### src/rtl/tdm_demux_1x8_if.sv
// ---------------------------------------------------------------------------
// tdm_demux_1x8_if
// Bundles the serial stream input, the frame output handshake and the status
// flags of tdm_demux_1x8.
//   slave  : demux side (consumes the stream, drives frame and status)
//   master : environment side (drives the stream and out_ready)
// Signals:
//   in, in_valid, frame_sync : serial beat, qualifier, slot-0 marker
//   out[7:0], out_valid      : completed frame and its valid flag
//   out_ready                : consumer accept
//   slot[2:0]                : slot index expected on the next beat
//   locked, sync_err, overrun: lock status and one-cycle event pulses
// ---------------------------------------------------------------------------
interface tdm_demux_1x8_if;
    logic       in;
    logic       in_valid;
    logic       frame_sync;
    logic [7:0] out;
    logic       out_valid;
    logic       out_ready;
    logic [2:0] slot;
    logic       locked;
    logic       sync_err;
    logic       overrun;

    modport slave (
        input  in, in_valid, frame_sync, out_ready,
        output out, out_valid, slot, locked, sync_err, overrun
    );

    modport master (
        output in, in_valid, frame_sync, out_ready,
        input  out, out_valid, slot, locked, sync_err, overrun
    );
endinterface

### src/rtl/tdm_demux_1x8.sv
// ---------------------------------------------------------------------------
// tdm_demux_1x8
// Rebuilds 8-bit words from a 1-bit time-division stream. Each valid beat is
// written into its slot position of a shadow register; the slot-7 beat
// completes the frame, which is presented through a valid/ready output
// register. frame_sync marks slot 0 and is used to acquire and check lock.
// Ports:
//   clk   : clock, rising edge
//   rst_n : asynchronous active-low reset
//   bus   : tdm_demux_1x8_if.slave (stream in, frame out, status)
// Parameter:
//   SYNC_EVERY_FRAME : 1 = frame_sync required on every slot-0 beat while
//                      locked; 0 = frame_sync only needed to acquire lock
// ---------------------------------------------------------------------------
// state  | meaning
// HUNT   | waiting for a beat carrying frame_sync; other beats discarded
// LOCKED | aligned to the frame; each beat fills the expected slot
// ---------------------------------------------------------------------------
module tdm_demux_1x8 #(
    parameter bit SYNC_EVERY_FRAME = 1'b1
) (
    input  logic            clk,
    input  logic            rst_n,
    tdm_demux_1x8_if.slave  bus
);

    typedef enum logic {
        HUNT   = 1'b0,
        LOCKED = 1'b1
    } state_t;

    state_t     state_q, state_nxt;
    logic [2:0] slot_q, slot_nxt;
    logic [7:0] shadow_q, shadow_nxt;
    logic [7:0] out_q, out_nxt;
    logic       out_valid_q, out_valid_nxt;
    logic       sync_err_q, sync_err_nxt;
    logic       overrun_q, overrun_nxt;
    logic       complete;

    always_ff @(posedge clk or negedge rst_n) begin
        if (!rst_n) begin
            state_q     <= HUNT;
            slot_q      <= 3'd0;
            shadow_q    <= 8'd0;
            out_q       <= 8'd0;
            out_valid_q <= 1'b0;
            sync_err_q  <= 1'b0;
            overrun_q   <= 1'b0;
        end else begin
            state_q     <= state_nxt;
            slot_q      <= slot_nxt;
            shadow_q    <= shadow_nxt;
            out_q       <= out_nxt;
            out_valid_q <= out_valid_nxt;
            sync_err_q  <= sync_err_nxt;
            overrun_q   <= overrun_nxt;
        end
    end

    always_comb begin
        state_nxt     = state_q;
        slot_nxt      = slot_q;
        shadow_nxt    = shadow_q;
        out_nxt       = out_q;
        out_valid_nxt = out_valid_q;
        sync_err_nxt  = 1'b0;
        overrun_nxt   = 1'b0;
        complete      = 1'b0;

        if (bus.in_valid) begin
            if (state_q == HUNT) begin
                if (bus.frame_sync) begin
                    shadow_nxt[0] = bus.in;
                    slot_nxt      = 3'd1;
                    state_nxt     = LOCKED;
                end
            end else begin
                if (bus.frame_sync && (slot_q != 3'd0)) begin
                    // Early sync: drop the partial frame, realign on this beat.
                    sync_err_nxt  = 1'b1;
                    shadow_nxt[0] = bus.in;
                    slot_nxt      = 3'd1;
                end else if (!bus.frame_sync && (slot_q == 3'd0) && SYNC_EVERY_FRAME) begin
                    // Missing sync: lock is lost and the beat is not kept.
                    sync_err_nxt = 1'b1;
                    slot_nxt     = 3'd0;
                    state_nxt    = HUNT;
                end else begin
                    shadow_nxt[slot_q] = bus.in;
                    slot_nxt           = slot_q + 3'd1;
                    complete           = (slot_q == 3'd7);
                end
            end
        end

        // A completing frame takes priority over consumption of the old one;
        // it is only an overrun when the old frame was not accepted.
        if (complete) begin
            out_nxt       = {bus.in, shadow_q[6:0]};
            out_valid_nxt = 1'b1;
            overrun_nxt   = out_valid_q && !bus.out_ready;
        end else if (out_valid_q && bus.out_ready) begin
            out_valid_nxt = 1'b0;
        end
    end

    assign bus.out       = out_q;
    assign bus.out_valid = out_valid_q;
    assign bus.slot      = slot_q;
    assign bus.locked    = (state_q == LOCKED);
    assign bus.sync_err  = sync_err_q;
    assign bus.overrun   = overrun_q;

endmodule

### src/flat_wrapper.sv
// flat-port wrapper written by rule: the top's interface ports become plain ports
module tdm_demux_1x8_flat 
#(
    parameter bit SYNC_EVERY_FRAME = 1'b1
)
  (clk, rst_n, bus_in, bus_in_valid, bus_frame_sync, bus_out_ready, bus_out, bus_out_valid, bus_slot, bus_locked, bus_sync_err, bus_overrun);
  tdm_demux_1x8_if bus_i ();
  input  logic clk;
  input  logic rst_n;
  input wire logic [$bits(bus_i.in)-1:0] bus_in;
  input wire logic [$bits(bus_i.in_valid)-1:0] bus_in_valid;
  input wire logic [$bits(bus_i.frame_sync)-1:0] bus_frame_sync;
  input wire logic [$bits(bus_i.out_ready)-1:0] bus_out_ready;
  output wire logic [$bits(bus_i.out)-1:0] bus_out;
  output wire logic [$bits(bus_i.out_valid)-1:0] bus_out_valid;
  output wire logic [$bits(bus_i.slot)-1:0] bus_slot;
  output wire logic [$bits(bus_i.locked)-1:0] bus_locked;
  output wire logic [$bits(bus_i.sync_err)-1:0] bus_sync_err;
  output wire logic [$bits(bus_i.overrun)-1:0] bus_overrun;
  assign bus_i.in = bus_in;
  assign bus_i.in_valid = bus_in_valid;
  assign bus_i.frame_sync = bus_frame_sync;
  assign bus_i.out_ready = bus_out_ready;
  assign bus_out = bus_i.out;
  assign bus_out_valid = bus_i.out_valid;
  assign bus_slot = bus_i.slot;
  assign bus_locked = bus_i.locked;
  assign bus_sync_err = bus_i.sync_err;
  assign bus_overrun = bus_i.overrun;
  tdm_demux_1x8 #(.SYNC_EVERY_FRAME(SYNC_EVERY_FRAME)) u_core (.clk(clk), .rst_n(rst_n), .bus(bus_i));
endmodule
### config.mk
export PLATFORM = sky130hd
export DESIGN_NAME = tdm_demux_1x8_flat
export DESIGN_NICKNAME = d
export VERILOG_FILES = /design/src/rtl/tdm_demux_1x8_if.sv /design/src/rtl/tdm_demux_1x8.sv /design/src/flat_wrapper.sv
export SDC_FILE = /design/constraint.sdc
export NUM_CORES = 1
export LEC_CHECK = 0
export BUFFER_PORTS_ARGS = -buffer_cell sky130_fd_sc_hd__buf_2
export CORE_MARGIN = 2
export CORE_UTILIZATION = 50
export CTS_BUF_LIST = sky130_fd_sc_hd__clkbuf_2 sky130_fd_sc_hd__clkbuf_4 sky130_fd_sc_hd__clkbuf_8
export DETAILED_ROUTE_END_ITERATION = 6
export PLACE_DENSITY = 0.78
export SYNTH_ARGS = -nofsm -noshare
export SYNTH_HDL_FRONTEND = slang
export SYNTH_SLANG_ARGS = --single-unit
### constraint.sdc
create_clock -name clk -period 1.9 [get_ports clk]
set_input_delay 0.38 -clock clk [delete_from_list [all_inputs] [get_ports clk]]
set_output_delay 0.38 -clock clk [all_outputs]
set_load 0.03 [all_outputs]
==> impl_metrics.tcl <==
set metrics [dict create \
    antenna_found_initial 0 \
    async_reset_ff_frac 1.000 \
    synthXorXnorAreaFrac 0 \
    grt_pass1_vias 805 \
    drtIter0Drc 6 \
    final_nets 133 \
    tightest_slew_ns 0.4824 \
    p_leak_nw 0.7393 \
    setup_slack_ns -0.1160 \
    htreeDepth 1 \
    hold_ws_ns 0.01212 \
    period_needed_ns 2.016 \
    drc 0 \
    n_antenna_cell 0 \
    synth.avg_cell_area_um2 12.83 \
    hold_viol_final 0 \
    maxSlewHeadroom 0.6784 \
    io_pins 21 \
    violations "setup timing" \
    place.gp.congestion 0.7898 \
    cp_slowest_cell "dfrtp_2" \
    port_buffers 20 \
    wl_met1_um 951 \
    drtAntennaViolNets 0 \
    rows 16 \
    endpoint_kind "flop" \
    outcome "finished with violations" \
    cts_root_buf "clkbuf_4" \
    synth_edf_count 0 \
    grt_pass1_wl_mm 3.622 \
    critPathRequiredTime_ns 2.10 \
    coreArea_um2 1982 \
    synth_area_leaders "dfrtp_1 52%, mux2_4 11%, mux2_2 7.5%" \
    cts.reportedPaths.clkPinSlew_ns 0.12 \
    dominantRegCellSynth "dfrtp_1" \
    synth.distinct_cells 26 \
    worstPathArrival_ns 2.22 \
    dieArea_um2 2488 \
    muxShareOfSynthArea 0.1998 \
    cts_sinks 22 \
    startpoint_type "flop" \
    grt_max_degree 23 \
    yosysSeqAreaShare 0.5232 \
    cts_made_buffers 3 \
    synth_top_family_by_area "multiplexers" \
    synth_area_um2 1052 \
    synth_compound_area_frac 0.05351 \
    dr_wl_met3_um 78 \
    drt_wl_total_mm 2.253 \
    cts_tree "done" \
    synth-simple-area-share 0.1189 \
    dr.max_layer_used "met4" \
    ir_worst_vdd_v 0.001024 \
    synth_warnings 0 \
    worstSetupPathType "flop to flop" \
    grt_use_total 0.1991 \
    synth_top_area_share 0.5232 \
    synth_common_cells "22 x dfrtp_1, 8 x mux2_4, 7 x mux2_2" \
    avgRoutedWirePerCell_um 15.33 \
    maxCapViolations 0 \
    synth_area_leader_cell "dfrtp_1" \
    syn2layout_area_growth_pct 35.91 \
    synth_fa_ha_area_frac 0.07134 \
    drive_gt1_frac 0.6167 \
    rrSetupSlack_ns -0.12 \
    overflow 0 \
    crit_path_cell_trace "inv_2 -> ha_4 -> nor2b_4 -> inv_2 -> ha_4 -> nor3b_4 -> and3_4 -> buf_12 -> mux2_4" \
    worstReg2RegEnd "u_core.bus.out[6]" \
    die_h_um 49.88 \
    synth.most_common_cell "dfrtp_1" \
    r2r.worst_path.cells 9 \
    power.density_nw_per_um2 1408 \
    period_share 1.061 \
    fmax_mhz 496.0 \
    max_stage_delay_ns 0.43 \
    final_max_slew_viol_count 0 \
    ys_ff_latch 22 \
    skew_ns 0.002568 \
    power_w 0.002013 \
    dp_slack_ns -0.09152 \
    syn_inst 82 \
    hold_class "input pin to asynchronous set/reset pin" \
    grt_setup_unrepaired "true" \
    initial_utilization 0.5309 \
    timing.rr.start "u_core.bus.slot[0]" \
    cp_max_fo 8 \
    synth_nets 94 \
    first_pass_iters 4 \
    wl_met2_mm 1.124 \
    clk_latency_ns 0.31 \
    setup_violations 11 \
    vias_per_cell 5.204 \
    vias 765 \
    die_w_um 49.88 \
    clockBufferDepth 2 \
]
registers in the layout (all words and copies together), names as in the netlist:
signal / cells
u_core.bus.slot: 3
u_core.bus.overrun: 1
u_core.bus.out: 8
u_core.bus.sync_err: 1
u_core.shadow_q: 7
u_core.bus.out_valid: 1
u_core.bus.locked: 1
cell families after synthesis:
| kind of cell | after synthesis |
|---|---|
| buffers and inverters | 7 |
| and+or+nand+nor | 23 |
| DFF | 22 |
| AOI/OAI and AO/OA | 8 |
| adders and majority gates | 6 |
| muxes | 16 |
layout by cell type, fill, tap and decap left out, types with 3 or more instances in the layout:
| cell type | Yosys | routed |
|---|---|---|
| ha_1 | 6 | 3 |
| nor2_2 | 0 | 3 |
| clkbuf_4 | 0 | 4 |
| buf_2 | 1 | 20 |
| nor2_1 | 6 | 3 |
| inv_2 | 0 | 3 |
| buf_4 | 0 | 15 |
| nand2_1 | 5 | 4 |
| dfrtp_1 | 22 | 20 |
| mux2_4 | 8 | 14 |
power breakdown:
part / internal (W) / total [W] / switching [W] / leakage, nW
logic: 0.000546 / 0.00106 / 0.000517 / 0.436
registers: 0.000614 / 0.000717 / 0.000102 / 0.285
clock network: 0.0000963 / 0.000234 / 0.000138 / 0.0184
repair_timing:
action / in CTS / in global routing
buffers inserted: 5 / 5
pin swaps: 6 / 9
endpoints found under the setup margin: 11 / 17
hold buffers: 0 / 0
gates cloned: 0 / 0
gates resized for setup: 6 / 14
worst max-delay path: cells and delay by family (launching register included):
family	cells	cell delay, ns
AND/OR/NAND/NOR	3	0.62
multiplexers	1	0.30
adder cells (fa/ha/maj)	2	0.29
flip-flops	1	0.43
buffers and inverters	3	0.27
layer usage:
layer,up-vias,global-route usage
li1,359,-
met4,0,0.1389
met5,-,0
met1,370,0.2436
met3,9,0.01818
met2,27,0.3289
layout make-up:
type | count | area (um^2)
clock buffers | 4 | 30.03
multi-input cells | 53 | 561.8
fillers | 139 | 551.8
inverters | 5 | 18.77
well taps | 27 | 33.78
flip-flops and latches | 22 | 553.0
repair buffers | 36 | 232.7
per-stage QoR:
step / instances / TNS [ns] / area [um^2] / utilization
2_1_floorplan: 82 / -0.5486 / 1077 / -
3_3_place_gp: 135 / -0.2134 / 1267 / 0.6395
3_5_place_dp: 135 / -0.7738 / 1267 / 0.6395
4_1_cts: 144 / -0.4826 / 1358 / 0.6850
5_1_grt: 147 / -1.677 / 1430 / 0.7216
6_report: 147 / -1.022 / 1430 / 0.7216
worst max path at each step:
stage                             startpoint                end  slack (ns)  cells past startpoint
final                     u_core.bus.slot[0]  u_core.bus.out[6]       -0.12                      9
after floorplan           u_core.bus.slot[0]  u_core.bus.out[0]       -0.06                      8
after global routing      u_core.bus.slot[0]  u_core.bus.out[2]       -0.16                      9
after global placement    u_core.bus.slot[0]  u_core.bus.out[0]       -0.03                      9
after detailed placement  u_core.bus.slot[0]  u_core.bus.out[0]       -0.09                      9
after CTS                 u_core.bus.slot[0]  u_core.bus.out[4]       -0.07                      9
No activity file was read; power rests on OpenSTA's default activity.
